==> config.mk <==
export PLATFORM = sky130hd
export DESIGN_NAME = glitch_sequencer
export DESIGN_NICKNAME = d
export VERILOG_FILES = /design/src/rtl/glitch_sequencer.sv
export SDC_FILE = /design/constraint.sdc
export NUM_CORES = 1
export LEC_CHECK = 0
export CORE_ASPECT_RATIO = 1.2
export CORE_MARGIN = 4
export CORE_UTILIZATION = 43
export DETAILED_ROUTE_END_ITERATION = 8
export HOLD_SLACK_MARGIN = 0.08
export PLACE_DENSITY = 0.75
export SYNTH_ARGS = -nofsm -noshare
export SYNTH_HDL_FRONTEND = slang
export SYNTH_SLANG_ARGS = --single-unit
==> constraint.sdc <==
create_clock -name clk -period 3.6 [get_ports clk]
set_input_delay 1.08 -clock clk [delete_from_list [all_inputs] [get_ports clk]]
set_output_delay 1.08 -clock clk [all_outputs]
set_load 0.02 [all_outputs]
==> src/rtl/glitch_sequencer.sv <==
// glitch_sequencer: latches a shot config on arm, optionally holds the target in reset,
// waits for a synchronized trigger edge, then emits a delayed train of glitch pulses.
module glitch_sequencer #(
    parameter int unsigned DELAY_W      = 32,
    parameter int unsigned WIDTH_W      = 16,
    parameter int unsigned COUNT_W      = 8,
    parameter int unsigned RESET_CYCLES = 1000
) (
    input  logic               clk,
    input  logic               rst,
    input  logic               trigger_i,
    input  logic [DELAY_W-1:0] cfg_delay_i,
    input  logic [WIDTH_W-1:0] cfg_width_i,
    input  logic [WIDTH_W-1:0] cfg_gap_i,
    input  logic [COUNT_W-1:0] cfg_count_i,
    input  logic               cfg_edge_i,
    input  logic               cfg_reset_en_i,
    input  logic               arm_i,
    input  logic               abort_i,
    output logic               busy_o,
    output logic               done_o,
    output logic               pulse_o,
    output logic               target_reset_o,
    output logic [2:0]         state_o
);

    localparam int unsigned RstW = (RESET_CYCLES > 1) ? $clog2(RESET_CYCLES) : 1;
    localparam logic [RstW-1:0] RstLoad = RstW'(RESET_CYCLES - 1);

    typedef enum logic [2:0] {
        StIdle     = 3'd0,
        StReset    = 3'd1,
        StWaitTrig = 3'd2,
        StDelay    = 3'd3,
        StPulse    = 3'd4,
        StGap      = 3'd5
    } state_e;

    state_e             state;
    logic               sync1, sync2, sync3;
    logic               edge_evt;
    logic [DELAY_W-1:0] sh_delay;
    logic [WIDTH_W-1:0] sh_width, sh_gap;
    logic [COUNT_W-1:0] sh_count;
    logic               sh_edge;
    logic [DELAY_W-1:0] delay_cnt;
    logic [WIDTH_W-1:0] width_cnt;
    logic [COUNT_W-1:0] pulse_cnt;
    logic [RstW-1:0]    rst_cnt;
    logic [WIDTH_W-1:0] width_load, gap_load;
    logic [COUNT_W-1:0] count_load;

    // Trigger synchronizer plus one history flop for edge detection.
    always_ff @(posedge clk) begin
        if (rst) begin
            sync1 <= 1'b0;
            sync2 <= 1'b0;
            sync3 <= 1'b0;
        end else begin
            sync1 <= trigger_i;
            sync2 <= sync1;
            sync3 <= sync2;
        end
    end

    assign edge_evt = sh_edge ? (sync3 & ~sync2) : (sync2 & ~sync3);

    // Counter reload values: counters run down to zero, and a zero config means one cycle.
    always_comb begin
        width_load = (sh_width == '0) ? '0 : sh_width - WIDTH_W'(1);
        gap_load   = (sh_gap == '0) ? '0 : sh_gap - WIDTH_W'(1);
        count_load = (sh_count == '0) ? '0 : sh_count - COUNT_W'(1);
    end

    // Shot sequencer with registered outputs.
    always_ff @(posedge clk) begin
        if (rst) begin
            state          <= StIdle;
            sh_delay       <= '0;
            sh_width       <= '0;
            sh_gap         <= '0;
            sh_count       <= '0;
            sh_edge        <= 1'b0;
            delay_cnt      <= '0;
            width_cnt      <= '0;
            pulse_cnt      <= '0;
            rst_cnt        <= '0;
            busy_o         <= 1'b0;
            done_o         <= 1'b0;
            pulse_o        <= 1'b0;
            target_reset_o <= 1'b0;
        end else begin
            done_o <= 1'b0;
            if (state != StIdle && abort_i) begin
                state          <= StIdle;
                busy_o         <= 1'b0;
                pulse_o        <= 1'b0;
                target_reset_o <= 1'b0;
            end else begin
                case (state)
                    StIdle: begin
                        if (arm_i && !abort_i) begin
                            sh_delay <= cfg_delay_i;
                            sh_width <= cfg_width_i;
                            sh_gap   <= cfg_gap_i;
                            sh_count <= cfg_count_i;
                            sh_edge  <= cfg_edge_i;
                            busy_o   <= 1'b1;
                            if (cfg_reset_en_i) begin
                                state          <= StReset;
                                target_reset_o <= 1'b1;
                                rst_cnt        <= RstLoad;
                            end else begin
                                state <= StWaitTrig;
                            end
                        end
                    end
                    StReset: begin
                        if (rst_cnt == '0) begin
                            target_reset_o <= 1'b0;
                            state          <= StWaitTrig;
                        end else begin
                            rst_cnt <= rst_cnt - RstW'(1);
                        end
                    end
                    StWaitTrig: begin
                        if (edge_evt) begin
                            pulse_cnt <= count_load;
                            if (sh_delay == '0) begin
                                state     <= StPulse;
                                pulse_o   <= 1'b1;
                                width_cnt <= width_load;
                            end else begin
                                state     <= StDelay;
                                delay_cnt <= sh_delay - DELAY_W'(1);
                            end
                        end
                    end
                    StDelay: begin
                        if (delay_cnt == '0) begin
                            state     <= StPulse;
                            pulse_o   <= 1'b1;
                            width_cnt <= width_load;
                        end else begin
                            delay_cnt <= delay_cnt - DELAY_W'(1);
                        end
                    end
                    StPulse: begin
                        if (width_cnt == '0) begin
                            pulse_o <= 1'b0;
                            if (pulse_cnt == '0) begin
                                state  <= StIdle;
                                busy_o <= 1'b0;
                                done_o <= 1'b1;
                            end else begin
                                pulse_cnt <= pulse_cnt - COUNT_W'(1);
                                width_cnt <= gap_load;
                                state     <= StGap;
                            end
                        end else begin
                            width_cnt <= width_cnt - WIDTH_W'(1);
                        end
                    end
                    StGap: begin
                        if (width_cnt == '0) begin
                            state     <= StPulse;
                            pulse_o   <= 1'b1;
                            width_cnt <= width_load;
                        end else begin
                            width_cnt <= width_cnt - WIDTH_W'(1);
                        end
                    end
                    default: begin
                        state          <= StIdle;
                        busy_o         <= 1'b0;
                        pulse_o        <= 1'b0;
                        target_reset_o <= 1'b0;
                    end
                endcase
            end
        end
    end

    assign state_o = state;

endmodule

==> report_table.html <==
<table>
<tr><th>Metric</th><th>Value</th></tr>
<tr><th colspan="2">Floorplan</th></tr>
<tr><td>Starting density of the core</td><td>43.7%</td></tr>
<tr><td>Height of the die</td><td>around 170 um</td></tr>
<tr><td>Row count</td><td>57</td></tr>
<tr><td>Die extent in x</td><td>139 um</td></tr>
<tr><td>Standard cell core area</td><td>20,300 um2</td></tr>
<tr><td>Top-level port count</td><td>86</td></tr>
<tr><td>Area enclosed by the die boundary</td><td>23,000 um2</td></tr>
<tr><th colspan="2">Routing</th></tr>
<tr><td>Number of design-rule violations left by the first detailed-router iteration</td><td>850</td></tr>
<tr><td>Remaining antenna violation count after routing</td><td>0</td></tr>
<tr><td>DRT Wirelength</td><td>26,300 um</td></tr>
<tr><td>Average wire length per cell after detail routing</td><td>17.0 um</td></tr>
<tr><td>Residual DRC</td><td>0</td></tr>
<tr><td>Via Count</td><td>9,305</td></tr>
<tr><td>Average via count per standard cell</td><td>6.03</td></tr>
<tr><td>Initial DRT Pass Iterations</td><td>5</td></tr>
<tr><th colspan="2">STA</th></tr>
<tr><td>Transition time of the tightest slew-check pin</td><td>around 890 ps</td></tr>
<tr><td>Max Freq</td><td>0.331 GHz</td></tr>
<tr><td>Setup TNS</td><td>0 ps</td></tr>
<tr><td>RSZ-0062 raised after global routing</td><td>false</td></tr>
<tr><td>Total count of hold-check failures in the final report</td><td>0</td></tr>
<tr><td>Max-slew violation count</td><td>0</td></tr>
<tr><td># setup viols final</td><td>0</td></tr>
<tr><td>Period utilisation layout</td><td>83.9%</td></tr>
<tr><td>Headroom to the max-slew limit</td><td>40.7%</td></tr>
<tr><td>Post-Route Skew</td><td>20.1 ps</td></tr>
<tr><td>Shortest clock period the worst path allows after layout</td><td>3020 ps</td></tr>
<tr><th colspan="2">Finish</th></tr>
<tr><td>Utilization of the core after routing</td><td>roughly 52%</td></tr>
<tr><td>Count of nets after finishing</td><td>1,353</td></tr>
<tr><td>Total inserted antenna cells</td><td>0</td></tr>
<tr><td>Area growth, synth to finish</td><td>19.1%</td></tr>
<tr><td>Commonest non-fill, non-tap cell in the layout</td><td>sky130_fd_sc_hd__nand2_1</td></tr>
<tr><td>Number of fillers in the final layout</td><td>1,988</td></tr>
<tr><td>Commonest cells after routing, fill and taps aside</td><td>233 x sky130_fd_sc_hd__nand2_1, 149 x sky130_fd_sc_hd__dfxtp_1, 139 x sky130_fd_sc_hd__a21oi_1</td></tr>
<tr><td>Fraction of final layout cells with drive strength greater than 1</td><td>6.81%</td></tr>
<tr><th colspan="2">Synthesis</th></tr>
<tr><td>Net Count, Synth</td><td>approximately 1,300</td></tr>
<tr><td>Total number of yosys warnings</td><td>0</td></tr>
<tr><td>Library cell with the largest summed area after synthesis</td><td>sky130_fd_sc_hd__dfxtp_1</td></tr>
<tr><td>Synth Area in Simple Gates</td><td>30.2%</td></tr>
<tr><td>Post-synthesis compound-gate area fraction</td><td>24.7%</td></tr>
<tr><td>Post-synth EDFFs</td><td>0</td></tr>
<tr><td>Synth area leaders</td><td>sky130_fd_sc_hd__dfxtp_1 34%, sky130_fd_sc_hd__nand2_1 9.9%, sky130_fd_sc_hd__a21oi_1 7.9%, sky130_fd_sc_hd__nor2_1 3.8%, sky130_fd_sc_hd__nor3_1 3.2%</td></tr>
<tr><td>Sequential cell area fraction in the yosys report</td><td>33.7%</td></tr>
<tr><td>Synth top area share</td><td>33.7%</td></tr>
<tr><td>Number of different library cells in the post-synthesis netlist</td><td>70</td></tr>
<tr><td>Synthesized area</td><td>8850 um2</td></tr>
<tr><td>Post-synth top flop</td><td>sky130_fd_sc_hd__dfxtp_1</td></tr>
<tr><td>Post-Synthesis Mean Instance Area</td><td>7.33 um2</td></tr>
<tr><td>Number of synthesized register bits</td><td>149</td></tr>
<tr><td>Area share of fa/ha/maj cells after synthesis</td><td>under 10%</td></tr>
<tr><td>Share of synthesized registers carrying an async set or reset</td><td>0%</td></tr>
<tr><td>Number of instances in the synthesized netlist</td><td>1,208</td></tr>
<tr><td>Xor and xnor fraction of the mapped netlist area</td><td>under 10%</td></tr>
<tr><td>Multiplexer fraction of the synthesized cell area</td><td>under 10%</td></tr>
<tr><td>Dominant combinational cell family by area after synthesis</td><td>simple AND/OR/NAND/NOR gates</td></tr>
<tr><th colspan="2">CTS</th></tr>
<tr><td>Setup bufs post-CTS</td><td>0</td></tr>
<tr><td>Clk sinks</td><td>149</td></tr>
<tr><td>Clk pin slew, worst setup/hold paths</td><td>60 ps</td></tr>
<tr><td>CTS tree</td><td>yes</td></tr>
<tr><td>CTS Buf Count</td><td>17</td></tr>
<tr><td>CTS resizes</td><td>0</td></tr>
<tr><td>Worst-Skew Late Latency</td><td>440 ps</td></tr>
<tr><td>Number of buffers added to fix hold violations after cts</td><td>0</td></tr>
<tr><td>Max H-tree Level</td><td>4</td></tr>
<tr><td>Deepest clock path buffer count</td><td>2</td></tr>
<tr><td>Root buffer selected by CTS</td><td>sky130_fd_sc_hd__clkbuf_16</td></tr>
<tr><th colspan="2">Setup path</th></tr>
<tr><td>Reg-to-reg startpoint</td><td>sh_width[0]</td></tr>
<tr><td>Crit path max-delay family</td><td>simple AND/OR/NAND/NOR gates</td></tr>
<tr><td>Crit path to</td><td>width_cnt[5]</td></tr>
<tr><td>Worst reg2reg path endpoint</td><td>width_cnt[5]</td></tr>
<tr><td>Start point of the critical path</td><td>sh_width[0]</td></tr>
<tr><td>Type of origin of the critical path</td><td>register</td></tr>
<tr><td>Type of destination of the critical path</td><td>register</td></tr>
<tr><td>Signal arrival time at the worst endpoint</td><td>around 3300 ps</td></tr>
<tr><td>Total stage count of the critical path</td><td>8</td></tr>
<tr><td>Number of buffer and inverter stages on the critical path</td><td>1</td></tr>
<tr><td>Number of cells on the worst reg-to-reg path</td><td>8</td></tr>
<tr><td>Peak per-stage delay on the critical path</td><td>between 600 and 700 ps</td></tr>
<tr><td>Reg2reg setup slack</td><td>580 ps</td></tr>
<tr><td>Data required time of the worst path</td><td>around 3900 ps</td></tr>
<tr><td>Worst path slowest cell</td><td>sky130_fd_sc_hd__or4b_2</td></tr>
<tr><td>Worst path cell trace</td><td>inv_1, ha_1, or4b_2, or4_1, nor4_2, nor2_1, a221oi_1, a211oi_1</td></tr>
<tr><td>Worst Setup Path Type</td><td>register to register</td></tr>
<tr><td>Peak fanout along the critical path</td><td>13</td></tr>
<tr><th colspan="2">Global route</th></tr>
<tr><td>Number of antenna violations at the first check in global routing</td><td>0</td></tr>
<tr><td>Number of global-route vias before repair</td><td>roughly 9,000</td></tr>
<tr><td>Wire length of the first global-routing pass</td><td>42,700 um</td></tr>
<tr><td>Total track usage</td><td>22.5%</td></tr>
<tr><td>Total grt overflow</td><td>0</td></tr>
<tr><td>Maximum number of pins on one net before global-route repair</td><td>144</td></tr>
<tr><th colspan="2">Pwr</th></tr>
<tr><td>Leakage</td><td>3.79 nW</td></tr>
<tr><td>Total power</td><td>8.76 mW</td></tr>
<tr><td>Maximum VDD drop</td><td>0.473 mV</td></tr>
<tr><td>Design internal power</td><td>4.78 mW</td></tr>
<tr><td>Proportion of power drawn by flip-flops and latches</td><td>27.7%</td></tr>
<tr><td>Switching portion of total power</td><td>45.4%</td></tr>
<tr><td>Switching pwr</td><td>3.98 mW</td></tr>
<tr><td>Gate power share</td><td>52.8%</td></tr>
<tr><td>Clock network power share</td><td>between 10% and 20%</td></tr>
<tr><td>Power per Cell Area</td><td>831 nW/um2</td></tr>
<tr><th colspan="2">Job</th></tr>
<tr><td>Total of max-cap violations</td><td>0</td></tr>
<tr><th colspan="2">Hold path</th></tr>
<tr><td>Kind of path behind the tightest hold check</td><td>register to register</td></tr>
<tr><th colspan="2">Placed design</th></tr>
<tr><td>IO buf count</td><td>85</td></tr>
<tr><td>Detailed placement HPWL</td><td>18,500 um</td></tr>
<tr><td>Global placement routability congestion</td><td>0.930</td></tr>
<tr><th colspan="2">Status</th></tr>
<tr><td>Outcome</td><td>finished, final reports clean</td></tr>
</table>
## synthesized netlist by cell type, types with 25 or more instances
library cell                 n
sky130_fd_sc_hd__nand2_1   234
sky130_fd_sc_hd__a211oi_1   29
sky130_fd_sc_hd__nor4_1     29
sky130_fd_sc_hd__dfxtp_1   149
sky130_fd_sc_hd__nand3_1    27
sky130_fd_sc_hd__nor3_1     56
sky130_fd_sc_hd__nor2_1     90
sky130_fd_sc_hd__clkbuf_1   65
sky130_fd_sc_hd__o21ai_0    29
sky130_fd_sc_hd__a31oi_1    25
sky130_fd_sc_hd__xor2_1     25
sky130_fd_sc_hd__a21oi_1   139
## power groups by stage
stage / clock network (mW) / logic [mW] / registers, mW
6_report: 1.71 / 4.63 / 2.43
2_1_floorplan: 0 / 3.37 / 2.31
5_1_grt: 1.80 / 5.07 / 2.48
3_3_place_gp: 0 / 4.47 / 2.44
3_5_place_dp: 0 / 4.52 / 2.45
4_1_cts: 1.73 / 4.57 / 2.41
## routing by layer
metal | vias to the layer above | global-route usage (%) | routed length (um)
met4 | 0 | 12.8 | 1260
met1 | 4289 | 25.7 | 10400
met5 | - | 0 | 0
met3 | 91 | 4.58 | 1730
li1 | 4534 | - | -
met2 | 391 | 39.2 | 12900
## state kept, by name, indices dropped and copies added, names as in the netlist, 3 cells and up
| register | count |
|---|---|
| delay_cnt | 32 |
| pulse_cnt | 8 |
| rst_cnt | 10 |
| sh_count | 8 |
| sh_delay | 32 |
| sh_gap | 16 |
| sh_width | 16 |
| state_o | 3 |
| width_cnt | 16 |
## logic make-up (layout without fill, tap and decap cells)
logic type,count (synthesis),count (layout)
multiplexers,9,9
AND/OR/NAND/NOR,554,554
AO/OA/AOI/OAI,341,341
buffers and inverters,101,170
adder cells (fa/ha/maj),9,9
flip-flops,149,149
XOR/XNOR,45,45
## stage by stage
step           hold WS [ps]  cell area, um2  setup slack [ps]  cells
3_5_place_dp            434            9980               513   1511
6_report                448           10500               580   1542
4_1_cts                 456           10500               574   1542
2_1_floorplan           414            8850              90.2   1208
3_3_place_gp            434            9980               564   1511
5_1_grt                 480           10500               361   1542
## worst min path at each step
stage,from,to,slack [ps],cells past startpoint
after floorplan,sync1,sync2,410,1
after global placement,sync1,sync2,430,1
after detailed placement,sync1,sync2,430,1
after CTS,sync1,sync2,460,1
after global routing,sync1,sync2,480,1
final,sync1,sync2,450,1
## layout make-up
type	count	area [um2]	area share, %
sequential	149	2980	28.3
tap	265	332	3.14
multi-input combinational	958	5470	51.9
clock buffer	21	460	4.37
timing repair buffer	115	1110	10.5
inverter	24	90.1	0.854
clock inverter	10	98.8	0.937
Note: power is estimated with default switching activity, not from simulation.
